--- src/rtl/count_job_sched_pkg.sv ---
// Shared definitions for the round-robin counter job scheduler.
package count_job_sched_pkg;

  // Default sizing: requesters, counter width, job length width.
  localparam int NREQ_DEF = 4;
  localparam int W_DEF    = 3;
  localparam int LW_DEF   = 4;

  // Scheduler FSM encoding.
  typedef enum logic [1:0] {
    ST_IDLE = 2'd0,
    ST_LOAD = 2'd1,
    ST_RUN  = 2'd2,
    ST_DONE = 2'd3
  } state_t;

  // Counter control priority at a clock edge: lower value wins.
  // clear beats preset, preset beats start (increment mod 2^W).
  localparam int CTRL_PRIO_CLEAR  = 0;
  localparam int CTRL_PRIO_PRESET = 1;
  localparam int CTRL_PRIO_START  = 2;

  // Index width for a requester count (at least one bit).
  function automatic int idx_width(input int n);
    return (n > 1) ? $clog2(n) : 1;
  endfunction

endpackage

--- src/rtl/count_job_sched_rr_arbiter.sv ---
// Combinational round-robin picker: first set request at or after ptr, wrapping.
module count_job_sched_rr_arbiter
  import count_job_sched_pkg::*;
#(
  parameter int NREQ = NREQ_DEF,
  parameter int IW   = idx_width(NREQ)
) (
  input  logic [NREQ-1:0] req,
  input  logic [IW-1:0]   ptr,
  output logic [NREQ-1:0] pick,
  output logic [IW-1:0]   idx,
  output logic            any
);

  logic          w_found;
  logic [IW-1:0] w_cand;

  assign any = |req;

  // Scan requesters starting at ptr; the first hit is the winner.
  always_comb begin
    pick    = '0;
    idx     = '0;
    w_found = 1'b0;
    w_cand  = '0;
    for (int k = 0; k < NREQ; k++) begin
      w_cand = IW'((int'(ptr) + k) % NREQ);
      if (!w_found && req[w_cand]) begin
        w_found      = 1'b1;
        pick[w_cand] = 1'b1;
        idx          = w_cand;
      end
    end
  end

endmodule

--- src/rtl/count_job_sched.sv ---
// Round-robin scheduler sharing one external W-bit counter among NREQ requesters.
module count_job_sched
  import count_job_sched_pkg::*;
#(
  parameter int NREQ = NREQ_DEF,
  parameter int W    = W_DEF,
  parameter int LW   = LW_DEF
) (
  input  logic              clk,
  input  logic              reset,
  input  logic [NREQ-1:0]   req,
  input  logic [NREQ*W-1:0] req_load,
  input  logic [NREQ*LW-1:0] req_len,
  output logic [NREQ-1:0]   grant,
  output logic [NREQ-1:0]   done,
  output logic              busy,
  output logic [W-1:0]      result,
  output logic              cnt_clear,
  output logic              cnt_preset,
  output logic              cnt_start,
  output logic [W-1:0]      cnt_inp,
  input  logic [W-1:0]      cnt_val
);

  localparam int IW = idx_width(NREQ);

  state_t          r_state;
  logic [IW-1:0]   r_idx;
  logic [IW-1:0]   r_ptr;
  logic [LW-1:0]   r_rem;
  logic [NREQ-1:0] r_grant;
  logic [NREQ-1:0] r_done;
  logic            r_busy;
  logic [W-1:0]    r_result;
  logic            r_cnt_clear;
  logic            r_cnt_preset;
  logic            r_cnt_start;
  logic [W-1:0]    r_cnt_inp;

  logic [NREQ-1:0] w_pick;
  logic [IW-1:0]   w_idx;
  logic            w_any;
  logic [W-1:0]    w_load_arr [NREQ];
  logic [LW-1:0]   w_len_arr  [NREQ];
  logic [IW-1:0]   w_ptr_next;

  // Split the flat request buses into per-requester slices.
  for (genvar gi = 0; gi < NREQ; gi++) begin : g_slice
    assign w_load_arr[gi] = req_load[gi*W +: W];
    assign w_len_arr[gi]  = req_len[gi*LW +: LW];
  end

  count_job_sched_rr_arbiter #(
    .NREQ (NREQ),
    .IW   (IW)
  ) u_arb (
    .req  (req),
    .ptr  (r_ptr),
    .pick (w_pick),
    .idx  (w_idx),
    .any  (w_any)
  );

  // Served requester hands priority to its neighbour.
  assign w_ptr_next = (r_idx == IW'(NREQ - 1)) ? '0 : r_idx + 1'b1;

  // Scheduler FSM; outputs are registered alongside the state they belong to.
  always_ff @(posedge clk or negedge reset) begin
    if (!reset) begin
      r_state      <= ST_IDLE;
      r_idx        <= '0;
      r_ptr        <= '0;
      r_rem        <= '0;
      r_grant      <= '0;
      r_done       <= '0;
      r_busy       <= 1'b0;
      r_result     <= '0;
      r_cnt_clear  <= 1'b0;
      r_cnt_preset <= 1'b0;
      r_cnt_start  <= 1'b0;
      r_cnt_inp    <= '0;
    end else begin
      case (r_state)
        ST_IDLE: begin
          if (w_any) begin
            r_state      <= ST_LOAD;
            r_idx        <= w_idx;
            r_rem        <= w_len_arr[w_idx];
            r_cnt_inp    <= w_load_arr[w_idx];
            r_grant      <= w_pick;
            r_busy       <= 1'b1;
            r_cnt_preset <= 1'b1;
          end
        end
        ST_LOAD: begin
          r_cnt_preset <= 1'b0;
          r_cnt_inp    <= '0;
          if (r_rem == '0) begin
            r_state     <= ST_DONE;
            r_done      <= r_grant;
            r_cnt_clear <= 1'b1;
          end else begin
            r_state     <= ST_RUN;
            r_cnt_start <= 1'b1;
          end
        end
        ST_RUN: begin
          r_rem <= r_rem - 1'b1;
          if (r_rem == LW'(1)) begin
            r_state     <= ST_DONE;
            r_cnt_start <= 1'b0;
            r_done      <= r_grant;
            r_cnt_clear <= 1'b1;
          end
        end
        ST_DONE: begin
          r_state     <= ST_IDLE;
          r_result    <= cnt_val;
          r_ptr       <= w_ptr_next;
          r_grant     <= '0;
          r_done      <= '0;
          r_busy      <= 1'b0;
          r_cnt_clear <= 1'b0;
        end
        default: r_state <= ST_IDLE;
      endcase
    end
  end

  assign grant      = r_grant;
  assign done       = r_done;
  assign busy       = r_busy;
  assign result     = r_result;
  assign cnt_clear  = r_cnt_clear;
  assign cnt_preset = r_cnt_preset;
  assign cnt_start  = r_cnt_start;
  assign cnt_inp    = r_cnt_inp;

endmodule

--- config.mk ---
export PLATFORM = sky130hd
export DESIGN_NAME = count_job_sched
export DESIGN_NICKNAME = d
export VERILOG_FILES = /design/src/rtl/count_job_sched_pkg.sv /design/src/rtl/count_job_sched_rr_arbiter.sv /design/src/rtl/count_job_sched.sv
export SDC_FILE = /design/constraint.sdc
export NUM_CORES = 1
export LEC_CHECK = 0
export ABC_AREA = 1
export BUFFER_PORTS_ARGS = -buffer_cell sky130_fd_sc_hd__buf_2
export CAP_MARGIN = 10
export CORE_MARGIN = 5
export CORE_UTILIZATION = 50
export CTS_CLUSTER_DIAMETER = 200
export DETAILED_ROUTE_END_ITERATION = 7
export GPL_TIMING_DRIVEN = 0
export PLACE_DENSITY = 0.81
export SYNTH_ARGS = -nofsm -noshare
export SYNTH_HDL_FRONTEND = slang
export SYNTH_SLANG_ARGS = --single-unit
--- constraint.sdc ---
create_clock -name clk -period 5.6 [get_ports clk]
set_input_delay 1.12 -clock clk [delete_from_list [all_inputs] [get_ports clk]]
set_output_delay 1.12 -clock clk [all_outputs]
set_load 0.02 [all_outputs]
==> results.toml <==
[grt]
grt_antenna_before_repair = 0
grt_pass1_vias = 1896
use_met3_pct = 3.96
grt_pass1_wl_mm = 7.97
grt-ovfl-total = 0
grt_use_met2_pct = 29.5
grt_max_degree = 29
gr-usage-met1_pct = 23.3
grt-busiest-layer = "met2"
grt_use_total_pct = 17.7

[worst_setup_path]
slowest_delay_ns = 0.57
cp_cell_sequence = "inv_2 > ha_1 > inv_1 > nand3_1 > nand2_2 > nand3_1 > nor2_2 > nand2_1 > nand2_4 > inv_4 > nand2_1 > nand3_1 > nand2_1 > nand2_1"
cp-start-kind = "register"
cp_slowest_cell = "dfrtp_1"
end_kind = "register"
cp.required_ns = 5.77
cpMostUsedCell = "nand2_1"
r2r_end = "r_rem[2]"
reg2regPathDepth = 14
crit_fanout = 9
crit_family = "simple AND/OR/NAND/NOR gates"
r2r-start = "r_ptr[1]"
critPathKind = "reg -> reg"
cp.depth = 14
cp.arrival_ns = 2.70
critPathBufInv = 3
r2r_slack_ns = 3.07

[clock_tree]
cts_resized = 0
hold_buffers = 0
clock_latency_ns = 0.28
htree_num_levels = 1
cts_tree = "done"
cts.sink_count = 28
clk_pin_slew_ns = 0.10
cts_setup_buffers = 0
cts_buffers = 3
cts_root_buf = "clkbuf_8"
clk_path_buf_depth = 2

[synth]
synth_cell_types = 33
synth_seq_cells = 28
syn-cell-area_sq_um = 2170
avgSynthCellArea_sq_um = 7.55
syn_nets = 340
syn_inst = 287
seq_area_frac_synth_pct = 32.4
yosys_warnings = 0

[floorplan]
coreArea_sq_um = 4260
die_area_sq_um = 5750
fp-row-count = 24
die_h_um = 75.8
chipWidth_um = 75.8
start_util_pct = 50.8
ioPinCount = 55

[sta]
final-max-slew-violation-count = 0
finClkSkew_ns = 0.00928
tns_ns = 0
setup-violations-final = 0
relSlewSlack_pct = 58.2
min_period_ns = 2.53
worst_pin_slew_ns = 0.623
fmax_mhz = 395
rsz0062_at_grt = "false"
period_share_pct = 45.2
final_hold_viol_count = 0

[worst_hold_path]
holdPathStages = 2
hold_class = "reg -> reg"
whs_endpoint = "result[2]"
min_from = "result[2]"

[final_layout]
drive_above_1_share_pct = 26.7
multi_input_comb_area_sq_um = 1260
nFillCells = 400
fin_cells = 397
final_cell_mix = "76 x nand2_1, 54 x buf_2, 42 x nand3_1"
diodes = 0
num-nets-final = 399
layout_commonest_cell = "nand2_1"
syn2layout_area_growth_pct = 18.8
regArea_sq_um = 701

[placed_design]
numPlacedInstances = 393
place_hpwl_mm = 3.77
io_buffers = 54
place_congestion = 0.825

[route]
drt-wirelength-per-cell_um = 12.0
via_per_inst = 5.13
vias = 2036
drtIter0Drc = 140
routed_wirelength_mm = 4.78
route.detailed.drc = 0
ant_nets = 0
drt_first_pass_iters = 4

[run]
cap_violations = 0

[power_and_ir_drop]
power.switching_uw = 986
clockPowerShare_pct = 8.6
p_comb_share_pct = 71.7
total_leakage_power_nw = 1.42
vdd_drop_max_mv = 0.324
p_int_uw = 864
powerDensity_nw_per_um2 = 719
seqPwrFrac_pct = 19.8
total_power_mw = 1.85
switching_share_pct = 53.3

[run_status]
status = "completed"
==> worst reg2reg max path, stage by stage (launching register included) <==
cell and delay [ns]:
dfrtp_1 0.57, inv_2 0.18, ha_1 0.38, inv_1 0.11, nand3_1 0.09, nand2_2 0.14, nand3_1 0.10, nor2_2 0.20
nand2_1 0.14, nand2_4 0.16, inv_4 0.07, nand2_1 0.08, nand3_1 0.09, nand2_1 0.07, nand2_1 0.05
==> cells in the mapped netlist <==
master | n | share of area, %
a211oi_1 | 1 | 0.35
a21boi_0 | 1 | 0.35
a21oi_1 | 8 | 1.8
a21oi_2 | 3 | 1.2
a22oi_1 | 4 | 1.4
a31oi_1 | 2 | 0.58
buf_4 | 1 | 0.35
buf_6 | 3 | 1.6
dfrtp_1 | 28 | 32
ha_1 | 16 | 9.2
inv_1 | 38 | 6.6
inv_2 | 3 | 0.52
inv_4 | 1 | 0.29
nand2_1 | 76 | 13
nand2_2 | 8 | 2.3
nand2_4 | 3 | 1.6
nand2_8 | 2 | 1.8
nand3_1 | 42 | 9.7
nand3_2 | 4 | 1.8
nand3_4 | 2 | 1.6
nand3b_1 | 2 | 0.69
nand4_1 | 1 | 0.29
nor2_1 | 9 | 1.6
nor2_2 | 1 | 0.29
nor2_4 | 2 | 1.0
nor2_8 | 1 | 0.92
nor3_1 | 2 | 0.46
nor4_1 | 1 | 0.29
o211ai_1 | 1 | 0.35
o21ai_0 | 11 | 2.5
o21ai_1 | 1 | 0.23
o22ai_1 | 8 | 2.3
o31ai_1 | 1 | 0.35
==> state kept, by name (all words and copies together) (netlist names) <==
signal,count
busy,1
cnt_clear,1
cnt_inp,3
cnt_preset,1
cnt_start,1
done,4
grant,4
r_idx,2
r_ptr,2
r_rem,4
r_state,2
result,3
==> kinds of logic after synthesis <==
kind of cell    share of synthesized area (%)
compound gates                           11.5
buf+inv                                  9.30
fa+ha+maj                                9.24
flops                                    32.4
simple gates                             37.6
==> power by group through the flow <==
stage / combinational, mW / clock [mW] / sequential [mW]
final: 1.33 / 0.158 / 0.366
after detailed placement: 1.33 / 0 / 0.369
after CTS: 1.33 / 0.161 / 0.366
after global placement: 1.30 / 0 / 0.366
after floorplan: 0.983 / 0 / 0.428
after global routing: 1.48 / 0.169 / 0.379
==> metal layers <==
metal	routed length, um	part of all wire [%]	up-vias
met2	2350	49	55
li1	-	-	1061
met5	0	0	-
met3	293	6.1	4
met4	30	0.63	0
met1	2110	44	916
==> worst max-delay path by stage <==
| stage | start | to |
|---|---|---|
| 4_1_cts | r_ptr[1] | r_rem[2] |
| 3_3_place_gp | req[1] | r_rem[1] |
| 2_1_floorplan | req[1] | r_rem[0] |
| 5_1_grt | r_ptr[1] | r_rem[2] |
| 3_5_place_dp | req[1] | r_rem[1] |
| 6_report | r_ptr[1] | r_rem[2] |
==> cell type report <==
| cell class | count | share of cell area (%) |
|---|---|---|
| clock inverters | 1 | 1.17 |
| flip-flops and latches | 28 | 27.2 |
| well taps | 52 | 2.53 |
| clock buffers | 3 | 1.61 |
| multi-input cells | 213 | 49.1 |
| plain buffers | 4 | 1.61 |
| repair buffers | 54 | 10.5 |
| inverters | 42 | 6.23 |
==> through the flow <==
stage                     util, %  hold WS, ns  setup slack, ns  area, sq um
after CTS                    60.3        0.478             3.06         2570
after detailed placement     58.7        0.454             2.84         2500
final                        60.3        0.473             3.07         2570
after global routing         60.3        0.501             2.84         2570
after global placement       58.7        0.450             2.86         2500
after floorplan                 -        0.449             3.29         2170
Power figures use the tool's default switching activity.
